File: src/rtl/mux_scan_ctrl.sv
// mux_scan_ctrl: serializes a 4-bit word through a 4:1 mux select sweep with framing strobes
module mux_scan_ctrl #(
  parameter int BIT_PERIOD = 1,
  parameter bit MSB_FIRST = 1'b0
) (
  input  logic       clk,
  input  logic       rst,
  input  logic       load_valid,
  input  logic [3:0] load_data,
  output logic       load_ready,
  input  logic       pause,
  output logic [1:0] sel,
  output logic [3:0] word,
  output logic       bit_valid,
  output logic       first_bit,
  output logic       last_bit,
  output logic       busy
);
  localparam int TW = BIT_PERIOD > 1 ? $clog2(BIT_PERIOD) : 1;
  localparam logic [TW-1:0] TMAX = TW'(BIT_PERIOD - 1);
  typedef enum logic {IDLE, SHIFT} state_t;
  state_t state, state_n;
  logic [1:0] idx, idx_n;
  logic [TW-1:0] tick, tick_n;
  logic [3:0] word_n;
  logic bit_end, accept;
  // state, bit index, tick and held word registers
  always_ff @(posedge clk) begin
    if (rst) begin
      state <= IDLE;
      idx <= 2'd0;
      tick <= '0;
      word <= 4'd0;
    end else begin
      state <= state_n;
      idx <= idx_n;
      tick <= tick_n;
      word <= word_n;
    end
  end
  // handshake, strobes and next-state; a load at the frame's final bit restarts without a gap
  always_comb begin
    busy = state == SHIFT;
    bit_valid = busy && !pause;
    bit_end = bit_valid && tick == TMAX;
    load_ready = !busy || (bit_end && idx == 2'd3);
    accept = load_valid && load_ready;
    first_bit = bit_valid && idx == 2'd0;
    last_bit = bit_valid && idx == 2'd3;
    sel = MSB_FIRST ? ~idx : idx;
    state_n = state;
    idx_n = idx;
    tick_n = tick;
    word_n = word;
    if (accept) begin
      state_n = SHIFT;
      idx_n = 2'd0;
      tick_n = '0;
      word_n = load_data;
    end else if (bit_end) begin
      tick_n = '0;
      idx_n = idx + 2'd1;
      state_n = idx == 2'd3 ? IDLE : SHIFT;
    end else if (bit_valid) begin
      tick_n = tick + 1'b1;
    end
  end
endmodule

File: config.mk
export PLATFORM = sky130hd
export DESIGN_NAME = mux_scan_ctrl
export DESIGN_NICKNAME = d
export VERILOG_FILES = /design/src/rtl/mux_scan_ctrl.sv
export SDC_FILE = /design/constraint.sdc
export NUM_CORES = 1
export LEC_CHECK = 0
export CORE_AREA = 10 10 47 49
export DETAILED_ROUTE_END_ITERATION = 6
export DIE_AREA = 0 0 57 59
export PLACE_DENSITY = 0.72
export SKIP_CTS_REPAIR_TIMING = 1
export SLEW_MARGIN = 10
export SYNTH_ARGS = -nofsm -noshare
export SYNTH_HDL_FRONTEND = slang
export SYNTH_SLANG_ARGS = --single-unit
File: constraint.sdc
create_clock -name clk -period 1.4 [get_ports clk]
set_input_delay 0.28 -clock clk [delete_from_list [all_inputs] [get_ports clk]]
set_output_delay 0.28 -clock clk [all_outputs]
set_load 0.05 [all_outputs]
==> key figures, run 1 <==
Pwr
  • Clock share of power: 0.283
  • Leakage power: 0.3577 nW
  • Worst vdd ir: 417.3 µV
  • Pwr Total: 0.0006722 W
  • Power Density: 753.5 nW/µm²
  • Int Pwr: 0.0004729 W
  • P_sw: 0.0001993 W
  • Switching share of power: 0.2965
  • Flop pwr share: 0.368
  • Power share of the combinational group: 0.348

Timing
  • Max Slew Vio Count: 0
  • Final worst path period share: 1.065
  • Relative max-transition margin: 0.7762
  • Final Critical Period: 1.491 ns
  • TNS Setup: -0.09093 ns
  • Fmax: 670.7 MHz
  • Worst Tran Pin Value: 0.3347 ns
  • Setup ws final: -0.09093 ns
  • Final hold vios: 0
  • RSZ-0062 raised after global routing: true
  • Final setup fails: 1
  • Final setup skew: 0.004929 ns

Clocking
  • Clk root buf: clkbuf_4
  • # clock sinks: 8
  • Clock latency on the worst-skew pair: 0.25 ns
  • H-tree Lvls: 1
  • Clk slew on worst S/H paths: 0.06 ns
  • CTS Buf Count: 3
  • CTS tree: done
  • Max clock buf depth: 2

Placed design
  • I/O Buffers: 18
  • DP HPWL: 893.1 µm
  • Routability Congestion: 0.6829
  • Placed cell areas: 819.5 µm²
  • Pre-CTS WS: -0.1535 ns
  • Cells after DPL: 78

Yosys
  • Synth area leader: dfxtp_1
  • #FFs+latches synth: 8
  • Synth top area share: 0.3879
  • Synth area leaders: dfxtp_1 39%, mux2i_1 12%, nand2b_1 12%
  • Ys async rst share: 0
  • Netlist cell types: 16
  • Synth Warn #: 0
  • Post-synth EDFFs: 0
  • Ys flop type: dfxtp_1
  • Seq/Total Area, Yosys: 0.3879
  • Net Count, Synth: 50
  • Avg Inst Size Synth: 10.32 µm²
  • Cells after Synth: 40
  • Top cells by count, synth: 8 x dfxtp_1, 8 x nand2b_1, 5 x mux2i_1
  • Synthesized cell area: 412.9 µm²

Floorplanning
  • Die area: 3363 µm²
  • Starting Density: 0.2946
  • Die width: 57 µm
  • IO Pins: 19
  • Row cnt: 14
  • Core box area: 1401 µm²
  • Die Ht: 59 µm

Critical path
  • Crit path from: sel[0]
  • CP Class: reg2out
  • Delay-heaviest family, CP: flip-flops
  • Crit-path cells: ha_4 > inv_2 > o31ai_4 > buf_12
  • Worst Path Buf+Inv: 2
  • Crit path DAT: 1.21 ns
  • Crit-path max cell delay: 0.37 ns
  • Crit-path slowest cell: dfxtp_4
  • Crit path launch type: flip-flop
  • Reg2reg setup slack: 0.16 ns
  • CP Capture Type: output pin
  • Reg-to-Reg Start: sel[0]
  • Worst R2R Path Depth: 5
  • WP data required: 1.12 ns
  • Worst-path maximum fanout: 4
  • CP Depth: 4

Detailed routing
  • Drc violations: 0
  • DR vias: 388
  • Drt first-iter violations: 3
  • Drt pass-1 iters: 2
  • DR WL/cell: 12.92 µm
  • DR vias/cell: 4.460
  • DRT antenna net count: 0
  • Final WL: 1.124 mm

Cells and area
  • Area growth from synthesis to layout: 116.1%
  • Layout Cells excl Fill: 87
  • Layout fillers: 117
  • Cell area after layout: 892.1 µm²
  • # diodes: 0
  • Final #Nets: 82
  • Share of layout cells above drive strength 1: 0.5070

Global route
  • First-pass GRT wire length: 1.711 mm
  • Largest net degree at the start of global routing: 13
  • Gr usage total: 0.06366
  • Vias in the first global route: 400
  • Initial antenna violation count: 0
  • Grt ovf: 0

Status
  • Failing checks: setup timing
  • Outcome: finished, violations left

Worst hold path
  • Worst min path class: reg2reg
  • HP Start: word[3]
  • WHS Path Cells: 2

Job
  • Max_cap viols: 0
-- layer usage --
layer | vias up | wire, µm | GRT usage | share of wire
li1 | 196 | - | - | -
met1 | 177 | 405 | 0.05496 | 0.36
met2 | 15 | 566 | 0.1008 | 0.50
met3 | 0 | 152 | 0.05150 | 0.14
met4 | 0 | 0 | 0.04027 | 0
met5 | - | 0 | 0 | 0
-- worst reg2reg max path, stage by stage, from the launching register on --
cell     delay [ns]
dfxtp_4        0.37
ha_4           0.14
nand2_1        0.08
o32ai_4        0.25
buf_12         0.16
mux2i_1        0.17
-- cells by family (layout without fill, tap and decap cells) --
family	Yosys count	after routing	synth area share
compound gates	3	3	0.09697
xor+xnor	1	1	0.02122
fa+ha+maj	2	2	0.06060
buf+inv	5	36	0.04544
flops	8	8	0.3879
mux	5	5	0.1212
simple gates	16	16	0.2667
-- cells in the final DEF, fill, tap and decap left out, types with 3 or more instances in the layout --
cell type,count
clkdlybuf4s50_1,6
mux2i_1,5
dfxtp_4,3
nand2b_1,8
dfxtp_1,5
clkbuf_4,3
inv_1,3
buf_4,8
buf_12,12
-- power by group through the flow --
stage	combinational (W)	clock (W)	sequential, W
2_1_floorplan	0.0000644	0	0.000289
3_3_place_gp	0.000218	0	0.000257
3_5_place_dp	0.000221	0	0.000258
4_1_cts	0.000221	0.000199	0.000253
5_1_grt	0.000246	0.000211	0.000249
6_report	0.000234	0.000190	0.000248
-- sequential cells by signal (all words and copies together), names as in the netlist --
signal / count
busy: 1
tick: 1
word: 4
sel: 2
-- worst paths after layout --
path	to
worst max-delay path	load_ready
worst min-delay path	word[3]
worst max register to register	word[0]
worst min register to register	word[3]
-- final cells by class --
type,count,area [µm²],area share
Sequential cell,8,171.4,0.1921
Tap cell,16,20.02,0.02244
Inverter,4,15.01,0.01683
Clock buffer,4,26.28,0.02945
Timing Repair Buffer,28,384.1,0.4306
Multi-Input combinational cell,27,275.3,0.3086
-- metrics by stage --
step | util | hold WS [ns]
2_1_floorplan | - | 0.4347
3_3_place_gp | 0.5848 | 0.4966
3_5_place_dp | 0.5848 | 0.5120
4_1_cts | 0.6036 | 0.5231
5_1_grt | 0.6366 | 0.5434
6_report | 0.6366 | 0.5197
Power figures use the tool's default switching activity.
==> run 2, diff against run 1 <==
--- a/config.mk
+++ b/config.mk
@@ -8,7 +8,8 @@
 export CORE_AREA = 10 10 47 49
 export DETAILED_ROUTE_END_ITERATION = 6
 export DIE_AREA = 0 0 57 59
-export PLACE_DENSITY = 0.72
+export DONT_BUFFER_PORTS = 1
+export PLACE_DENSITY = 0.54
 export SKIP_CTS_REPAIR_TIMING = 1
 export SLEW_MARGIN = 10
 export SYNTH_ARGS = -nofsm -noshare
==> run 2 against run 1 <==
The flow still finishes with violations (setup timing). Final cell count shrank 24%. Clock skew rose by 0.0013 ns. Core utilization fell by 19 points. Wire length down 10%. Combinational power is 51% lower. Die area is the same. Cell area down 30%. Hold slack got worse by 0.44 ns. Clock power grew 2%. Sequential cell count unchanged. Clock-buffer cell count is the same. Non-clock buffer count fell by 21. Largest power group unchanged.
==> key figures, run 2 (synthesized netlist as in run 1, its figures left out) <==
Placed design
  • Pre-CTS WS: 0.1239 ns
  • I/O Buffers: 0
  • Routability Congestion: 0.6782
  • Cells after DPL: 61
  • Placed cell areas: 549.3 µm²
  • DP HPWL: 815.8 µm

Detailed routing
  • Drt first-iter violations: 2
  • Final WL: 1.007 mm
  • DRT antenna net count: 0
  • DR WL/cell: 15.26 µm
  • Drc violations: 0
  • DR vias/cell: 4.742
  • Drt pass-1 iters: 3
  • DR vias: 313

Critical path
  • Worst-path maximum fanout: 2
  • Crit path DAT: 1.17 ns
  • Reg-to-Reg Start: sel[1]
  • Reg2reg setup slack: 0.09 ns
  • Crit path launch type: flip-flop
  • Worst R2R Path Depth: 6
  • WP data required: 1.12 ns
  • CP Capture Type: output pin
  • Reg2reg end: word[0]
  • CP Class: reg2out

Clocking
  • Clk slew on worst S/H paths: 0.06 ns
  • H-tree Lvls: 1
  • # clock sinks: 8
  • CTS Buf Count: 3
  • Clock latency on the worst-skew pair: 0.25 ns
  • Clk root buf: clkbuf_4
  • Max clock buf depth: 2
  • CTS tree: done

Job
  • Max_cap viols: 0

Timing
  • Worst Tran Pin Value: 0.5262 ns
  • Final setup skew: 0.006215 ns
  • Final worst path period share: 1.039
  • Fmax: 687.3 MHz
  • Final hold vios: 0
  • Final Critical Period: 1.455 ns
  • Max Slew Vio Count: 0
  • RSZ-0062 raised after global routing: true
  • Setup ws final: -0.05488 ns
  • Final setup fails: 2
  • Relative max-transition margin: 0.6487
  • TNS Setup: -0.08455 ns

Worst hold path
  • HP Start: rst
  • WHS Path Cells: 1
  • Worst min path class: in2reg
  • Worst Hold End: busy

Global route
  • Vias in the first global route: 346
  • GR Layer Usage met3: 0.04936
  • Initial antenna violation count: 0
  • GR Util met2: 0.1085
  • Gr usage total: 0.06629
  • Met1 GRT Util: 0.06459
  • Global routing's busiest layer: met2
  • Grt ovf: 0
  • First-pass GRT wire length: 1.766 mm
  • Largest net degree at the start of global routing: 13

Cells and area
  • Share of layout cells above drive strength 1: 0.5000
  • Layout fillers: 139
  • Layout Cells excl Fill: 66
  • Commonest non-fill, non-tap cell in the layout: nand2b_1
  • Most frequent cells in the layout: 8 x nand2b_1, 5 x mux2i_1, 5 x dfxtp_1
  • Area growth from synthesis to layout: 52.12%
  • # diodes: 0
  • Largest register FFs: 4
  • Cell area after layout: 628.1 µm²
  • Largest Register: word
  • Final #Nets: 61

Floorplanning
  • Row cnt: 14
  • Die width: 57 µm
  • Die area: 3363 µm²
  • Starting Density: 0.2946
  • Core box area: 1401 µm²
  • Die Ht: 59 µm
  • IO Pins: 19

Pwr
  • Worst vdd ir: 431.4 µV
  • Leakage power: 0.2280 nW
  • Power Density: 924.4 nW/µm²

Status
  • Outcome: finished, violations left
  • Failing checks: setup timing
==> run 2: changes by cell type in the layout (fill, tap and decap cells not counted), moves of 2 or more <==
cell,previous run,this run
inv_1,3,1
buf_4,8,3
clkdlybuf4s50_1,6,0
buf_12,12,4
==> run 2: power by group <==
group | leakage, nW | switching (W) | internal (W) | total (W)
Clock | 0.0150 | 0.0000850 | 0.000109 | 0.000194
Sequential | 0.0676 | 0.0000364 | 0.000236 | 0.000272
Combinational | 0.145 | 0.0000587 | 0.0000553 | 0.000114
Total | 0.228 | 0.000180 | 0.000400 | 0.000581
==> run 2: how the worst max path moves through the flow <==
stage | slack (ns) | startpoint | depth (start not counted) | end
global placement | 0.14 | sel[0] | 4 | first_bit
floorplan | -0.06 | sel[1] | 3 | load_ready
CTS | -0.16 | sel[0] | 4 | first_bit
detailed placement | 0.12 | sel[0] | 4 | first_bit
finish | -0.05 | sel[1] | 4 | load_ready
global route | -0.11 | sel[1] | 4 | load_ready
==> run 2: final cells by class <==
class | count | area [µm²] | area share
clock buffer | 4 | 26.28 | 0.04183
inverter | 4 | 20.02 | 0.03187
multi-input combinational | 27 | 287.8 | 0.4582
sequential | 8 | 171.4 | 0.2729
tap | 16 | 20.02 | 0.03187
timing repair buffer | 7 | 102.6 | 0.1633
==> run 2: metal layers <==
layer	share of wire	wire, µm	vias to the layer above
met5	0	0	-
met4	0	0	0
met3	0.11	114	0
met2	0.52	521	13
met1	0.37	371	148
li1	-	-	152
==> run 2: per-stage QoR <==
step,hold slack (ns),util,total power (W)
after floorplan,0.4347,-,0.0003532
after global placement,0.3433,0.3920,0.0003834
after detailed placement,0.3469,0.3920,0.0003865
after CTS,0.06819,0.4107,0.0005877
after global routing,0.06124,0.4482,0.0006115
final,0.07960,0.4482,0.0005806
==> run 2: critical path, cell delays in order, from the launching register on <==
cell,delay [ns]
dfxtp_4,0.37
ha_4,0.13
inv_2,0.04
o31ai_4,0.20
buf_12,0.17
==> run 3, diff against run 2 <==
--- a/config.mk
+++ b/config.mk
@@ -5,11 +5,15 @@
 export SDC_FILE = /design/constraint.sdc
 export NUM_CORES = 1
 export LEC_CHECK = 0
-export CORE_AREA = 10 10 47 49
+export CELL_PAD_IN_SITES_DETAIL_PLACEMENT = 2
+export CELL_PAD_IN_SITES_GLOBAL_PLACEMENT = 2
+export CORE_MARGIN = 10
+export CORE_UTILIZATION = 31
 export DETAILED_ROUTE_END_ITERATION = 6
-export DIE_AREA = 0 0 57 59
 export DONT_BUFFER_PORTS = 1
-export PLACE_DENSITY = 0.54
+export HOLD_SLACK_MARGIN = 0.06
+export PLACE_DENSITY = 0.77
+export SETUP_SLACK_MARGIN = 0.1
 export SKIP_CTS_REPAIR_TIMING = 1
 export SLEW_MARGIN = 10
 export SYNTH_ARGS = -nofsm -noshare
==> run 3 against run 2 <==
The run still ends with setup timing left. Global-route usage grew 0.067 points. Hold slack gained 0.0096 ns. Clock skew grew 0.0016 ns. Final cell count grew 6.1%. Cell area grew 3.4%. Worst setup slack lost 0.016 ns. Sequential share of layout area shrank 0.89 points. Clock-buffer cell count is the same. Wire length grew 23%. Combinational power grew 9%. Clock power shrank 5%. Largest cell class unchanged.
==> key figures, run 3 (synthesized netlist as in run 1, its figures left out) <==
Status
  • Outcome: finished, violations left
  • Failing checks: setup timing

Clocking
  • Clk slew on worst S/H paths: 0.06 ns
  • CTS tree: done
  • # clock sinks: 8
  • CTS Buf Count: 3
  • H-tree Lvls: 1
  • Clock latency on the worst-skew pair: 0.25 ns
  • Max clock buf depth: 2
  • Clk root buf: clkbuf_4

Critical path
  • CP Class: reg2out
  • Crit path launch type: flip-flop
  • Crit path DAT: 1.19 ns
  • Worst R2R Path Depth: 6
  • Worst Path Buf+Inv: 2
  • CP Capture Type: output pin
  • Crit-path cells: ha_4 > inv_2 > o31ai_4 > buf_12
  • CP Depth: 4
  • Worst-path maximum fanout: 3
  • Delay-heaviest family, CP: flip-flops
  • WP data required: 1.12 ns
  • Crit-path slowest cell: dfxtp_4
  • Crit-path max cell delay: 0.36 ns

Timing
  • TNS Setup: -0.1173 ns
  • Final setup fails: 3
  • RSZ-0062 raised after global routing: true
  • Final Critical Period: 1.471 ns
  • Fmax: 679.7 MHz
  • Final worst path period share: 1.051
  • Relative max-transition margin: 0.6441
  • WHS: 0.08924 ns
  • Setup ws final: -0.07130 ns
  • Final setup skew: 0.007851 ns
  • Final hold vios: 0
  • Worst Tran Pin Value: 0.5331 ns
  • Max Slew Vio Count: 0

Global route
  • First-pass GRT wire length: 1.752 mm
  • Largest net degree at the start of global routing: 13
  • Gr usage total: 0.06696
  • Grt ovf: 0
  • Initial antenna violation count: 0
  • Vias in the first global route: 370

Cells and area
  • Area growth from synthesis to layout: 57.27%
  • # diodes: 0
  • Largest register FFs: 4
  • Largest Register: word
  • Commonest non-fill, non-tap cell in the layout: buf_4
  • Share of layout cells above drive strength 1: 0.5455
  • Final #Nets: 66
  • Most frequent cells in the layout: 9 x buf_4, 8 x nand2b_1, 5 x mux2i_1, 5 x dfxtp_1

Floorplanning
  • Row cnt: 13
  • IO Pins: 19
  • Starting Density: 0.3213
  • Die area: 3192 µm²
  • Die Ht: 56.50 µm
  • Core box area: 1285 µm²
  • Die width: 56.50 µm

Detailed routing
  • Drt first-iter violations: 1
  • DR vias: 344
  • DR vias/cell: 4.914
  • DR WL/cell: 17.73 µm
  • Drc violations: 0
  • DRT antenna net count: 0
  • Final WL: 1.241 mm
  • Drt pass-1 iters: 2

Pwr
  • Worst vdd ir: 512.9 µV
  • Leakage power: 0.2559 nW
  • Pwr Total: 0.0005798 W
  • Power Density: 892.8 nW/µm²

Placed design
  • DP HPWL: 905.2 µm
  • I/O Buffers: 0
  • Pre-CTS WS: 0.08549 ns
  • Routability Congestion: 0.8031

Worst hold path
  • Worst min path class: in2reg
  • WHS Path Cells: 1

Job
  • Max_cap viols: 0
-- run 3: cell types whose count changed in the layout (fill, tap and decap cells not counted) --
cell	change
buf_12	-2
buf_4	+6
buf_6	+1
inv_1	+1
inv_6	-1
nand2_2	-1
nand2_4	+1
nor4b_1	-1
nor4b_2	+1
-- run 3: layout make-up --
class                   count  area, µm²
fillers                   141      635.6
multi-input cells          27      299.0
repair buffers             12      118.9
inverters                   4      15.01
well taps                  15      18.77
flip-flops and latches      8      171.4
clock buffers               4      26.28
-- run 3: metrics by stage --
stage                 util  area [µm²]  cells
floorplan                -       462.9     40
global placement    0.4109       528.0     59
detailed placement  0.4109       528.0     59
CTS                 0.4314       554.3     63
global route        0.5054       649.4     70
finish              0.5054       649.4     70
-- run 3: worst register-to-register path, cell delays in order (launching register included) --
cell	delay, ns
dfxtp_4	0.36
ha_4	0.14
buf_4	0.12
nand2_4	0.05
o32ai_4	0.32
buf_12	0.16
mux2i_1	0.19
-- run 3: routing by layer --
metal,global-route usage,part of all wire,wire [µm],vias to the layer above
met2,0.1050,0.45,562,16
met3,0.06292,0.16,195,0
met5,0,0,0,-
li1,-,-,-,165
met4,0.02062,0,0,0
met1,0.06049,0.39,483,163
-- run 3: final timing paths --
kind / startpoint / slack, ns / end
setup / recovery: sel[0] / -0.07 / load_ready
hold / removal: rst / 0.09 / busy
setup reg to reg: sel[0] / -0.03 / word[1]
hold reg to reg: tick / 0.64 / tick
-- run 3: power by group --
| part | leakage (nW) | internal, W | switching [W] |
|---|---|---|---|
| combinational | 0.173 | 0.0000594 | 0.0000650 |
| clock | 0.0150 | 0.000109 | 0.0000760 |
| sequential | 0.0676 | 0.000236 | 0.0000346 |
| total | 0.256 | 0.000404 | 0.000176 |
